===== config.mk =====
export PLATFORM = sky130hd
export DESIGN_NAME = multicycle_controller_flat
export DESIGN_NICKNAME = d
export VERILOG_FILES = /design/src/rtl/multicycle_controller_if.sv /design/src/rtl/multicycle_controller.sv /design/src/flat_wrapper.sv
export SDC_FILE = /design/constraint.sdc
export NUM_CORES = 1
export LEC_CHECK = 0
export BUFFER_PORTS_ARGS = -buffer_cell sky130_fd_sc_hd__buf_2
export CAP_MARGIN = 20
export CORE_MARGIN = 2
export CORE_UTILIZATION = 30
export CTS_BUF_LIST = sky130_fd_sc_hd__clkbuf_16
export DETAILED_ROUTE_END_ITERATION = 10
export PLACE_DENSITY = 0.62
export SLEW_MARGIN = 25
export SYNTH_ARGS = -nofsm -noshare
export SYNTH_HDL_FRONTEND = slang
export SYNTH_SLANG_ARGS = --single-unit

===== constraint.sdc =====
create_clock -name clk -period 4.17 [get_ports clk]
set_clock_uncertainty 0.2 [all_clocks]
set_input_delay 0.2085 -clock clk [delete_from_list [all_inputs] [get_ports clk]]
set_output_delay 0.2085 -clock clk [all_outputs]
set_load 0.005 [all_outputs]

===== src/rtl/multicycle_controller_if.sv =====
// Control bundle between the multicycle controller and the RISC-V datapath.
// The controller side (master) receives IR fields and ALU flags and drives
// every write enable and mux select; the datapath side (slave) is the mirror.
interface multicycle_controller_if;

    // Datapath -> controller
    logic       zero;
    logic       sign;
    logic [6:0] opc;
    logic [2:0] f3;
    logic [6:0] f7;

    // Controller -> datapath
    logic       PCwrite;
    logic       oldPCwrite;
    logic       IRwrite;
    logic       memwrite;
    logic       regwrite;
    logic       adrsrc;
    logic [1:0] ALUsrcA;
    logic [1:0] ALUsrcB;
    logic [1:0] resultsrc;
    logic [2:0] IMMsrc;
    logic [2:0] ALUcontrol;
    logic       illegal;

    modport master (
        input  zero, sign, opc, f3, f7,
        output PCwrite, oldPCwrite, IRwrite, memwrite, regwrite, adrsrc,
               ALUsrcA, ALUsrcB, resultsrc, IMMsrc, ALUcontrol, illegal
    );

    modport slave (
        output zero, sign, opc, f3, f7,
        input  PCwrite, oldPCwrite, IRwrite, memwrite, regwrite, adrsrc,
               ALUsrcA, ALUsrcB, resultsrc, IMMsrc, ALUcontrol, illegal
    );

endinterface


===== src/rtl/multicycle_controller.sv =====
// Control FSM for the multi-cycle RISC-V datapath. One state per cycle;
// outputs are combinational from state, IR fields and (BRANCH) ALU flags.
// Optional feature macro: ILLEGAL_TRAP_EN -- when defined, illegal encodings
// park the FSM in HALT with a sticky 'illegal' flag; otherwise they act as NOPs.
module multicycle_controller (
    input  logic                    clk,
    input  logic                    rst,
    multicycle_controller_if.master bus
);

    typedef enum logic [3:0] {
        S_FETCH, S_DECODE, S_EXEC_R, S_EXEC_I, S_ALU_WB, S_MEM_ADR, S_MEM_RD, S_MEM_WB,
        S_MEM_WR, S_BRANCH, S_JAL, S_JALR, S_JALR_PC, S_LINK_WB, S_LUI, S_HALT
    } state_t;

    localparam logic [6:0] OPC_R      = 7'b0110011;
    localparam logic [6:0] OPC_I      = 7'b0010011;
    localparam logic [6:0] OPC_LOAD   = 7'b0000011;
    localparam logic [6:0] OPC_STORE  = 7'b0100011;
    localparam logic [6:0] OPC_BRANCH = 7'b1100011;
    localparam logic [6:0] OPC_JAL    = 7'b1101111;
    localparam logic [6:0] OPC_JALR   = 7'b1100111;
    localparam logic [6:0] OPC_LUI    = 7'b0110111;

    localparam logic [1:0] A_PC = 2'd0, A_OLDPC = 2'd1, A_REG = 2'd2;
    localparam logic [1:0] B_REG = 2'd0, B_IMM = 2'd1, B_FOUR = 2'd2;
    localparam logic [1:0] RES_ALUREG = 2'd0, RES_ALUOUT = 2'd1, RES_MDR = 2'd2, RES_IMM = 2'd3;
    localparam logic [2:0] IMM_I = 3'd0, IMM_S = 3'd1, IMM_B = 3'd2, IMM_J = 3'd3, IMM_U = 3'd4;
    localparam logic [2:0] ALU_ADD = 3'b000, ALU_SUB = 3'b001, ALU_AND = 3'b010;
    localparam logic [2:0] ALU_OR = 3'b011, ALU_XOR = 3'b100, ALU_SLT = 3'b101;

`ifdef ILLEGAL_TRAP_EN
    localparam bit TRAP = 1'b1;
`else
    localparam bit TRAP = 1'b0;
`endif

    state_t     state, state_next;
    logic       f3_alu_ok, illegal_r, illegal_i, illegal_br, br_cond, wb_kill;
    logic [2:0] alu_r, alu_i;
    logic       unused_f7;

    // Only f7[5] selects anything; the remaining bits are don't-care here.
    assign unused_f7 = ^{bus.f7[6], bus.f7[4:0]};

    function automatic logic [2:0] alu_from_f3(input logic [2:0] f3, input logic sub);
        case (f3)
            3'b000:  return sub ? ALU_SUB : ALU_ADD;
            3'b111:  return ALU_AND;
            3'b110:  return ALU_OR;
            3'b100:  return ALU_XOR;
            3'b010:  return ALU_SLT;
            default: return ALU_ADD;
        endcase
    endfunction

    // Legality of the current IR fields, ALU op selection and branch condition
    always_comb begin
        f3_alu_ok  = bus.f3 inside {3'b000, 3'b111, 3'b110, 3'b100, 3'b010};
        illegal_r  = !f3_alu_ok || (bus.f7[5] && (bus.f3 != 3'b000));
        illegal_i  = !f3_alu_ok;
        illegal_br = !(bus.f3 inside {3'b000, 3'b001, 3'b100, 3'b101});
        alu_r      = alu_from_f3(bus.f3, bus.f7[5]);
        alu_i      = alu_from_f3(bus.f3, 1'b0);
        case (bus.f3)
            3'b000:  br_cond = bus.zero;
            3'b001:  br_cond = !bus.zero;
            3'b100:  br_cond = bus.sign;
            3'b101:  br_cond = !bus.sign;
            default: br_cond = 1'b0;
        endcase
    end

    // State register; reset restarts at FETCH
    always_ff @(posedge clk) begin
        // NOTE: sequential state uses non-blocking assignment so every flop
        // samples pre-edge values regardless of block ordering.
        if (rst) state <= S_FETCH;
        else     state <= state_next;
    end

`ifdef ILLEGAL_TRAP_EN
    logic illegal_q;

    // Sticky trap flag: set on entry to HALT, cleared only by reset
    always_ff @(posedge clk) begin
        if (rst)                       illegal_q <= 1'b0;
        else if (state_next == S_HALT) illegal_q <= 1'b1;
    end

    assign bus.illegal = illegal_q;
    assign wb_kill     = 1'b0;
`else
    // Remember an illegal EXEC encoding so the following ALU_WB drops its write
    always_ff @(posedge clk) begin
        if (rst)                  wb_kill <= 1'b0;
        else if (state == S_EXEC_R) wb_kill <= illegal_r;
        else if (state == S_EXEC_I) wb_kill <= illegal_i;
    end

    assign bus.illegal = 1'b0;
`endif

    // Next-state and control decode; everything stays 0 while rst is high
    always_comb begin
        // NOTE: every output gets a default before the case so no path
        // leaves one unassigned, which would otherwise infer a latch.
        bus.PCwrite    = 1'b0;
        bus.oldPCwrite = 1'b0;
        bus.IRwrite    = 1'b0;
        bus.memwrite   = 1'b0;
        bus.regwrite   = 1'b0;
        bus.adrsrc     = 1'b0;
        bus.ALUsrcA    = A_PC;
        bus.ALUsrcB    = B_REG;
        bus.resultsrc  = RES_ALUREG;
        bus.IMMsrc     = IMM_I;
        bus.ALUcontrol = ALU_ADD;
        state_next     = S_FETCH;
        if (!rst) begin
            case (state)
                S_FETCH: begin
                    bus.IRwrite    = 1'b1;
                    bus.PCwrite    = 1'b1;
                    bus.oldPCwrite = 1'b1;
                    bus.ALUsrcB    = B_FOUR;
                    bus.resultsrc  = RES_ALUOUT;
                    state_next     = S_DECODE;
                end
                S_DECODE: begin
                    // ALUreg captures the branch/jal target computed here.
                    bus.ALUsrcA = A_OLDPC;
                    bus.ALUsrcB = B_IMM;
                    bus.IMMsrc  = (bus.opc == OPC_JAL) ? IMM_J : IMM_B;
                    case (bus.opc)
                        OPC_R:               state_next = S_EXEC_R;
                        OPC_I:               state_next = S_EXEC_I;
                        OPC_LOAD, OPC_STORE: state_next = S_MEM_ADR;
                        OPC_BRANCH:          state_next = S_BRANCH;
                        OPC_JAL:             state_next = S_JAL;
                        OPC_JALR:            state_next = S_JALR;
                        OPC_LUI:             state_next = S_LUI;
                        default:             state_next = TRAP ? S_HALT : S_FETCH;
                    endcase
                end
                S_EXEC_R: begin
                    bus.ALUsrcA    = A_REG;
                    bus.ALUsrcB    = B_REG;
                    bus.ALUcontrol = alu_r;
                    state_next     = (TRAP && illegal_r) ? S_HALT : S_ALU_WB;
                end
                S_EXEC_I: begin
                    bus.ALUsrcA    = A_REG;
                    bus.ALUsrcB    = B_IMM;
                    bus.IMMsrc     = IMM_I;
                    bus.ALUcontrol = alu_i;
                    state_next     = (TRAP && illegal_i) ? S_HALT : S_ALU_WB;
                end
                S_ALU_WB: begin
                    bus.regwrite = !wb_kill;
                end
                S_MEM_ADR: begin
                    bus.ALUsrcA = A_REG;
                    bus.ALUsrcB = B_IMM;
                    bus.IMMsrc  = (bus.opc == OPC_STORE) ? IMM_S : IMM_I;
                    state_next  = (bus.opc == OPC_STORE) ? S_MEM_WR : S_MEM_RD;
                end
                S_MEM_RD: begin
                    bus.adrsrc = 1'b1;
                    state_next = S_MEM_WB;
                end
                S_MEM_WB: begin
                    bus.resultsrc = RES_MDR;
                    bus.regwrite  = 1'b1;
                end
                S_MEM_WR: begin
                    bus.adrsrc   = 1'b1;
                    bus.memwrite = 1'b1;
                end
                S_BRANCH: begin
                    // Illegal f3 never takes the branch.
                    bus.ALUsrcA    = A_REG;
                    bus.ALUsrcB    = B_REG;
                    bus.ALUcontrol = ALU_SUB;
                    bus.PCwrite    = br_cond && !illegal_br;
                    state_next     = (TRAP && illegal_br) ? S_HALT : S_FETCH;
                end
                S_JAL: begin
                    // PC takes the target from ALUreg; ALU forms the link address.
                    bus.PCwrite = 1'b1;
                    bus.ALUsrcA = A_OLDPC;
                    bus.ALUsrcB = B_FOUR;
                    state_next  = S_LINK_WB;
                end
                S_JALR: begin
                    bus.ALUsrcA = A_REG;
                    bus.ALUsrcB = B_IMM;
                    bus.IMMsrc  = IMM_I;
                    state_next  = S_JALR_PC;
                end
                S_JALR_PC: begin
                    bus.PCwrite = 1'b1;
                    bus.ALUsrcA = A_OLDPC;
                    bus.ALUsrcB = B_FOUR;
                    state_next  = S_LINK_WB;
                end
                S_LINK_WB: begin
                    bus.regwrite = 1'b1;
                end
                S_LUI: begin
                    bus.IMMsrc    = IMM_U;
                    bus.resultsrc = RES_IMM;
                    bus.regwrite  = 1'b1;
                end
                S_HALT: begin
                    state_next = S_HALT;
                end
                default: state_next = S_FETCH;
            endcase
        end
    end

endmodule


===== src/flat_wrapper.sv =====
// flat-port wrapper written by rule: the top's interface ports become plain ports
module multicycle_controller_flat 
  (clk, rst, bus_zero, bus_sign, bus_opc, bus_f3, bus_f7, bus_PCwrite, bus_oldPCwrite, bus_IRwrite, bus_memwrite, bus_regwrite, bus_adrsrc, bus_ALUsrcA, bus_ALUsrcB, bus_resultsrc, bus_IMMsrc, bus_ALUcontrol, bus_illegal);
  multicycle_controller_if bus_i ();
  input  logic clk;
  input  logic rst;
  input wire logic [$bits(bus_i.zero)-1:0] bus_zero;
  input wire logic [$bits(bus_i.sign)-1:0] bus_sign;
  input wire logic [$bits(bus_i.opc)-1:0] bus_opc;
  input wire logic [$bits(bus_i.f3)-1:0] bus_f3;
  input wire logic [$bits(bus_i.f7)-1:0] bus_f7;
  output wire logic [$bits(bus_i.PCwrite)-1:0] bus_PCwrite;
  output wire logic [$bits(bus_i.oldPCwrite)-1:0] bus_oldPCwrite;
  output wire logic [$bits(bus_i.IRwrite)-1:0] bus_IRwrite;
  output wire logic [$bits(bus_i.memwrite)-1:0] bus_memwrite;
  output wire logic [$bits(bus_i.regwrite)-1:0] bus_regwrite;
  output wire logic [$bits(bus_i.adrsrc)-1:0] bus_adrsrc;
  output wire logic [$bits(bus_i.ALUsrcA)-1:0] bus_ALUsrcA;
  output wire logic [$bits(bus_i.ALUsrcB)-1:0] bus_ALUsrcB;
  output wire logic [$bits(bus_i.resultsrc)-1:0] bus_resultsrc;
  output wire logic [$bits(bus_i.IMMsrc)-1:0] bus_IMMsrc;
  output wire logic [$bits(bus_i.ALUcontrol)-1:0] bus_ALUcontrol;
  output wire logic [$bits(bus_i.illegal)-1:0] bus_illegal;
  assign bus_i.zero = bus_zero;
  assign bus_i.sign = bus_sign;
  assign bus_i.opc = bus_opc;
  assign bus_i.f3 = bus_f3;
  assign bus_i.f7 = bus_f7;
  assign bus_PCwrite = bus_i.PCwrite;
  assign bus_oldPCwrite = bus_i.oldPCwrite;
  assign bus_IRwrite = bus_i.IRwrite;
  assign bus_memwrite = bus_i.memwrite;
  assign bus_regwrite = bus_i.regwrite;
  assign bus_adrsrc = bus_i.adrsrc;
  assign bus_ALUsrcA = bus_i.ALUsrcA;
  assign bus_ALUsrcB = bus_i.ALUsrcB;
  assign bus_resultsrc = bus_i.resultsrc;
  assign bus_IMMsrc = bus_i.IMMsrc;
  assign bus_ALUcontrol = bus_i.ALUcontrol;
  assign bus_illegal = bus_i.illegal;
  multicycle_controller u_core (.clk(clk), .rst(rst), .bus(bus_i));
endmodule

* Yosys cells after proc, flatten, opt, wreduce, memory -nomap -nowiden
Index checks and enable logic that the tools add are counted.
W data, S select, Z words.
** Storage, ports and cells
- Flip-flop bits (word level) :: 5
- Bits of input ports :: 21
- Output and inout port bits :: 19
- Logic and storage cells :: 84
** Cells by class
- Equality and inequality tests :: 29
- Muxes and demuxes :: 31
- Reduce and logical (&&, ||, !) cells :: 22
** Operators by type and width (count)
- $eq A4 B4 Y1 const B :: 8
- $pmux W4 S8 :: 1
- $pmux W4 S7 :: 1
- $eq A7 B6 Y1 const B :: 3
- $eq A7 B7 Y1 const B :: 3
- $pmux W3 S3 :: 2
- $eq A4 B3 Y1 const B :: 4
- $pmux W3 S5 :: 1
- $mux W1 :: 13
- $eq A3 B3 Y1 const B :: 4
- $pmux W3 S4 :: 1
- $reduce_or A3 Y1 :: 3
- $eq A4 B2 Y1 const B :: 2
- $pmux W2 S2 :: 2
- $reduce_or A2 Y1 :: 4
- $eq A7 B2 Y1 const B :: 1
- $eq A7 B5 Y1 const B :: 1
- $mux W2 :: 3
- $mux W3 :: 2
- $pmux W2 S3 :: 1
- $reduce_bool A5 Y1 :: 1
- $reduce_or A5 Y1 :: 1
- $eq A4 B1 Y1 const B :: 1
- $logic_not A1 Y1 :: 4
- other kinds (13) :: 15

* Logic depth before layout (Yosys ltp)
Gate-level depths: netlist (run 1).
- Depth after elaboration :: 5
- Mapped depth :: 6
- Depth with buffers taken out :: 4

* Least setup slack after synthesis (run 1)
No wires, ideal clock.
- Kind :: register to output
- From :: reg u_core.state[2]
- To :: out bus_IMMsrc[0]
- Data arrival time :: 1392 ps
- Data required time :: 3762 ps
- Slack :: 2370 ps
- Stages on the path, launching flop included :: 6
- Path buffers :: 1
- Path through :: dfxtp_1 > buf_6 > or4b_4 > nor2_4 > nand3_2 > a211oi_2
** On the way
- Word-level cells in the longest chain between the ends :: 3
- Elaborated cells between the ends (all ways) :: 5
- Classes of those cells :: 3 x eq/ne; 2 x mux
** RTL lines
- start: declaration :: RTL line multicycle_controller.sv:38 : state_t state, state_next;
- start signal: assignment :: RTL line multicycle_controller.sv:79 : else state <= state_next;
- $eq A4 B4 Y1 (tied with other cells) :: RTL line multicycle_controller.sv:121 : case (state)
- $pmux W3 S3 (*) :: RTL line multicycle_controller.sv:121
- $mux W3 (*) :: RTL line multicycle_controller.sv:120 : if (!rst) begin
- end: declaration :: RTL line flat_wrapper.sv:21 : output wire logic [$bits(bus_i.IMMsrc)-1:0] bus_IMMsrc;
Mark *: on every way between the ends. The rest lies on a longest branch, timed or not.

* Worst setup path in the final report (run 1)
- From :: reg u_core.state[0]
- To :: out bus_IMMsrc[0]
Same word-level chain as after synthesis.

==> impl_metrics.toml, run 1 <==
[timing]
tightest_slew_ns = 0.695
period_share_pct = 58.8
finalCriticalPeriod_ns = 2.45
rsz0062_at_grt = "false"
maxClockFrequency_mhz = 408
finalHoldViolations = 0
final.setup.tns_ns = 0
final-max-slew-violation-count = 0
max-slew-margin-rel_pct = 53.6
setup_viol = 0

[clock_network]
holdBufCountCts = 0
path_clk_slew_ns = 0.03
postCtsResizedCells = 0
h-tree-depth = 1
cts_tree = "done"
clk_latency_ns = 0.22
numClockSinks = 5
clock_path_buffers = 2
cts_setup_buffers = 0
root_buffer = "clkbuf_16"
cts_buffers = 3

[layout]
area_growth_pct = 26.9
final_core_util_pct = 40.3
final_nets = 166
fill_cells = 279
drive_gt1_share_pct = 28.5
diodes = 0

[drt]
drc_errors = 0
first_pass_iters = 4
wirelength_um = 2120
drt_iter0_drc = 20
vias_per_cell = 5.29
wl_per_cell_um = 12.2
detail-route-antenna-nets = 0
dr_total_vias = 921

[pwr]
combPwrFrac_pct = 19.5
power.switching_uw = 63.1
p_int_uw = 198
pwr_density_cell_nw_per_um2 = 261
ir_drop_v = 0.000431
cellLeakagePower_uw = 0.000422
power_uw = 261
switching_share_pct = 24.2
clkPwrFrac_pct = 59.4
sequentialPowerShare_pct = 21.1

[worst_hold_path]
holdPathStages = 2
min_path_type = "primary input to flip-flop"

[logic_synthesis]
synth.cell_area_um2 = 787
synthArstFlopShare_pct = 0
ys.flop_type = "dfxtp_1"
ys_seq_area_share_pct = 12.7
yosys-top-cells-area = "dfxtp_1 13%, a21oi_1 7.6%, nand2_1 4.8%"
synth_largest_area_cell = "dfxtp_1"
synth_seq_cells = 5
synth_cell_types = 43
netlist.area_leader.share_pct = 12.7
synth.net_count = 141
synth_edf_count = 0
syn_area_per_cell_um2 = 6.56
synthCells = 120
yosys_warnings = 0

[floorplanning]
ioPinCount = 40
start_util_pct = 31.8
die_w_um = 55.2
coreArea_um2 = 2480
dieHeight_um = 55.2
die_area_um2 = 3050
rows = 18

[critical_path]
cpPeakStageDelay_ns = 0.64
cp_slowest_cell = "dfxtp_1"
crit_cells = 5
crit_buf_inv = 1
endpoint_kind = "output pin"
cp_top_family = "simple AND/OR/NAND/NOR gates"
critPathKind = "flip-flop to output pin"
critical_path_arrival_ns = 2.04
worstPathMaxFanout = 17
crit_path_start_kind = "flip-flop"
required_ns = 3.76
path_cells = "or4b_4, nor2_4, nand3_2, a211oi_2, buf_2"
reg2reg_depth = 4

[placement]
place.port_buffers = 32
gp_congestion = 0.794
dp_hpwl_um = 1620

[global_route]
grt_max_degree = 23
antenna_found_initial = 0
grt_pass1_vias = 876
track_usage_pct = 14.1
grt_overflow = 0
grt_pass1_wl_um = 3620

[job]
maxCapViolations = 0

[outcome]
outcome = "finished, final reports clean"
-- power groups by stage --
stage / clock, uW / combinational, uW / sequential [uW]
final: 155 / 50.9 / 55.0
after global placement: 0 / 49.5 / 55.8
after global routing: 165 / 56.3 / 55.8
after CTS: 159 / 51.2 / 55.2
after floorplan: 0 / 36.6 / 50.4
after detailed placement: 0 / 50.9 / 55.8
-- per-layer routing --
layer	part of all wire, %	up-vias	global-route usage [%]	routed length, um
met5	0	-	0	0
met4	0.57	0	3.14	12
met3	7.7	2	6.32	164
met2	46	31	23.0	985
met1	45	413	17.1	958
li1	-	475	-	-
-- cells in the mapped netlist, types with 4 or more instances --
master    instances
nor2_1           10
nand3_1           5
xnor2_1           4
a21oi_1          12
nand2_1          10
nor3_1            7
buf_2             5
nand2b_1          6
inv_1             5
o21ai_0           4
dfxtp_1           5
-- layout make-up --
type	instances	area [um^2]	area share, %
Sequential cell	5	100	10.0
Inverter	5	18.8	1.88
Clock inverter	1	5.00	0.501
Multi-Input combinational cell	98	602	60.3
Clock buffer	3	75.1	7.52
Timing Repair Buffer	32	160	16.0
Tap cell	30	37.5	3.76
-- sequential cells by signal (all words and copies together) (netlist names) --
name,count
u_core.wb_kill,1
u_core.state,4
-- worst paths after layout --
kind                          end  slack, ns       startpoint
setup / recovery    bus_IMMsrc[0]       1.72  u_core.state[0]
hold / removal     u_core.wb_kill       0.15              rst
setup reg to reg  u_core.state[0]       2.21  u_core.state[3]
hold reg to reg    u_core.wb_kill       0.27   u_core.wb_kill
-- worst register-to-register path, stage by stage (launching register included) --
cell	delay, ns
dfxtp_1	0.74
nand2b_1	0.18
and2_1	0.19
a311o_1	0.41
a21oi_1	0.16
-- cell usage in the layout (no fill, tap or decap), types with 3 or more instances in the layout --
cell type | Yosys | final
inv_1 | 5 | 5
buf_2 | 5 | 32
nand2_1 | 10 | 10
a21oi_1 | 12 | 12
nand3_1 | 5 | 5
a31oi_1 | 3 | 3
o21ai_0 | 4 | 4
nor2_1 | 10 | 10
dfxtp_1 | 5 | 5
clkbuf_16 | 0 | 3
xnor2_1 | 4 | 4
nor3_1 | 7 | 7
or3_1 | 3 | 3
nand2b_1 | 6 | 6
-- stage by stage --
stage	setup WS, ns	hold WS (ns)	std cells	cell area [um^2]
floorplan	2.37	0.204	120	787
global placement	1.96	0.251	170	918
detailed placement	1.94	0.258	170	918
CTS	1.69	0.150	174	998
global route	1.54	0.190	174	998
finish	1.72	0.151	174	998
-- cells by family (layout without fill, tap and decap cells) --
family	Yosys count	in the layout	synth area share (%)
compound gates	30	30	25.0
simple gates	59	59	41.8
xor+xnor	6	6	6.68
flops	5	5	12.7
buf+inv	17	41	10.8
mux	2	2	2.54
other cells	1	1	0.476
(Power assumes the default switching activity.)
==> inputs of run 2 (changes only) <==
--- a/config.mk
+++ b/config.mk
@@ -5,13 +5,14 @@
 export SDC_FILE = /design/constraint.sdc
 export NUM_CORES = 1
 export LEC_CHECK = 0
+export ABC_AREA = 1
 export BUFFER_PORTS_ARGS = -buffer_cell sky130_fd_sc_hd__buf_2
 export CAP_MARGIN = 20
 export CORE_MARGIN = 2
 export CORE_UTILIZATION = 30
 export CTS_BUF_LIST = sky130_fd_sc_hd__clkbuf_16
 export DETAILED_ROUTE_END_ITERATION = 10
-export PLACE_DENSITY = 0.62
+export PLACE_DENSITY = 0.64
 export SLEW_MARGIN = 25
 export SYNTH_ARGS = -nofsm -noshare
 export SYNTH_HDL_FRONTEND = slang
==> constraint.sdc (replaced) <==
create_clock -name clk -period 2.2 [get_ports clk]
set_clock_uncertainty 0.2 [all_clocks]
set_input_delay 0.11 -clock clk [delete_from_list [all_inputs] [get_ports clk]]
set_output_delay 0.11 -clock clk [all_outputs]
set_load 0.005 [all_outputs]
==> run 2 against run 1 <==
Effect of this change:
- sequential power increased by 75%
- final cell count is 19% higher
- clock-buffer cell count unchanged
- critical path type unchanged
==> impl_metrics.toml, run 2 <==
[outcome]
outcome = "finished, final reports clean"

[placement]
placedCellCount = 202
placed_area_um2 = 926
gp_congestion = 0.805
place.port_buffers = 32
dp_hpwl_um = 1550

[clock_network]
postCtsResizedCells = 0
path_clk_slew_ns = 0.03
cts_setup_buffers = 0
clk_latency_ns = 0.23
h-tree-depth = 1
cts_tree = "done"
numClockSinks = 5
clock_path_buffers = 2
cts_buffers = 3
holdBufCountCts = 1
root_buffer = "clkbuf_16"

[logic_synthesis]
synthCells = 144
synthArstFlopShare_pct = 0
synth.net_count = 165
ys.flop_type = "dfxtp_1"
syn_area_per_cell_um2 = 5.21
netlist.area_leader.share_pct = 17.0
yosys_warnings = 0
synth.cell_area_um2 = 751
synth_commonest_cells = "34 x nand2_1, 24 x nor2_1, 18 x inv_1"
synth_seq_cells = 5
synth_largest_area_cell = "nand2_1"
synth_cell_types = 26
ys_seq_area_share_pct = 13.3
yosysMostFrequentCell = "nand2_1"
synth_edf_count = 0
yosys-top-cells-area = "nand2_1 17%, dfxtp_1 13%, nor2_1 12%"

[floorplanning]
dieHeight_um = 54.0
die_area_um2 = 2920
start_util_pct = 30.9
rows = 18
die_w_um = 54.0
ioPinCount = 40
coreArea_um2 = 2430

[layout]
final_common_cell = "nand2_1"
final_nets = 199
drive_gt1_share_pct = 30.5
final_area_um2 = 1010
area_growth_pct = 35.2
reg.largest.list = "u_core.state: 4 flops, u_core.wb_kill: 1 flops"
layoutNonFillerInstCount = 207
fill_cells = 289
diodes = 0
regArea_um2 = 100
largest-register = "u_core.state"
largest_reg_flops = 4
layout_common_cells = "34 x nand2_1, 32 x buf_2, 24 x nor2_1"
multi_input_area_um2 = 538

[global_route]
grt_busiest_layer = "met2"
gr-usage-met1_pct = 17.1
track_usage_pct = 13.6
grt_pass1_vias = 748
grt_max_degree = 21
grt_overflow = 0
use_met2_pct = 22.2
grt_pass1_wl_um = 2920
antenna_found_initial = 0
use_met3_pct = 1.67

[drt]
wl_per_cell_um = 9.00
wirelength_um = 1860
first_pass_iters = 4
vias_per_cell = 4.53
detail-route-antenna-nets = 0
drc_errors = 0
dr_total_vias = 937
drt_iter0_drc = 12

[timing]
final-max-slew-violation-count = 0
finalCriticalPeriod_ns = 1.74
maxClockFrequency_mhz = 573
finalHoldViolations = 0
setup_viol = 0
rsz0062_at_grt = "false"
period_share_pct = 79.3
final.setup.tns_ns = 0

[pwr]
clkPwrFrac_pct = 61.0
sequentialPowerShare_pct = 19.9
cellLeakagePower_uw = 0.000551
p_int_uw = 365
pwr_density_cell_nw_per_um2 = 475
switching_share_pct = 24.3
power.switching_uw = 117
ir_drop_v = 0.000242
combPwrFrac_pct = 19.1

[critical_path]
r2r_start = "u_core.state[3]"
worstPathMaxFanout = 4
required_ns = 1.89
rrSetupSlack_ns = 0.81
r2r_end = "u_core.wb_kill"
critical_path_arrival_ns = 1.43
crit_path_start_kind = "flip-flop"
critPathKind = "flip-flop to output pin"
endpoint_kind = "output pin"
reg2reg_depth = 6

[worst_hold_path]
worstHoldEndpoint = "u_core.wb_kill"
holdPathStages = 3
min_path_type = "primary input to flip-flop"
hp-start = "bus_f3[0]"

[job]
maxCapViolations = 0
[run 2: cell count changes in the layout (fill, tap and decap cells not counted), sizes merged, moves of 4 or more]
| cell | delta |
|---|---|
| nand2b | -6 |
| xnor2 | -4 |
| nand2 | +26 |
| inv | +20 |
| nor2 | +22 |
[run 2: cell families (layout without fill, tap and decap cells)]
family / Yosys count / count (layout) / synth area share, %
other: 1 / 1 / 0.500
xor gates and xnor gates: 1 / 1 / 1.17
buffers and inverters: 28 / 61 / 15.0
and+or+nand+nor: 84 / 84 / 51.5
DFF: 5 / 5 / 13.3
AOI/OAI and AO/OA: 25 / 25 / 18.5
[run 2: power by group through the flow]
stage	registers (uW)	clock network [uW]	logic, uW
after floorplan	96.9	0	58.6
after global routing	96.5	302	106
after global placement	97.3	0	90.9
after detailed placement	97.2	0	91.6
final	96.1	294	92.1
after CTS	96.0	297	93.1
[run 2: per-layer routing]
metal  vias to the layer above  share of wire [%]
met5                         -                  0
met4                         0                1.8
met3                         4                4.5
met1                       391                 46
li1                        517                  -
met2                        25                 48
[run 2: worst max-delay path, cell delays in order (launching register included)]
cell and delay (ns):
dfxtp_1 0.37, inv_2 0.05, nor2_2 0.19, inv_2 0.11, nor2_2 0.15, nand3_1 0.09
a21oi_1 0.12, buf_2 0.13
[run 2: cell type report]
type	instances	share of cell area, %
multi-input combinational	111	53.0
inverter	24	8.88
sequential	5	9.86
timing repair buffer	33	16.8
clock inverter	1	0.370
tap	30	3.70
clock buffer	3	7.40
[run 2: worst max-delay path by stage]
stage                    start                end  slack (ns)  depth (start not counted)
2_1_floorplan  u_core.state[0]     bus_oldPCwrite        0.86                          6
3_3_place_gp   u_core.state[3]  bus_ALUcontrol[2]        0.68                          6
3_5_place_dp   u_core.state[3]  bus_ALUcontrol[2]        0.70                          6
4_1_cts        u_core.state[3]  bus_ALUcontrol[2]        0.45                          6
5_1_grt        u_core.state[0]     bus_ALUsrcA[1]        0.33                          7
6_report       u_core.state[0]        bus_PCwrite        0.46                          7
[run 2: per-stage QoR]
step / setup WS (ns) / utilization (%) / power [uW] / hold slack [ns]
2_1_floorplan: 0.856 / - / 156 / 0.0723
3_3_place_gp: 0.677 / 38.1 / 188 / 0.209
3_5_place_dp: 0.696 / 38.1 / 189 / 0.211
4_1_cts: 0.450 / 41.7 / 486 / 0.0206
5_1_grt: 0.328 / 41.7 / 505 / 0.0777
6_report: 0.456 / 41.7 / 482 / 0.0140
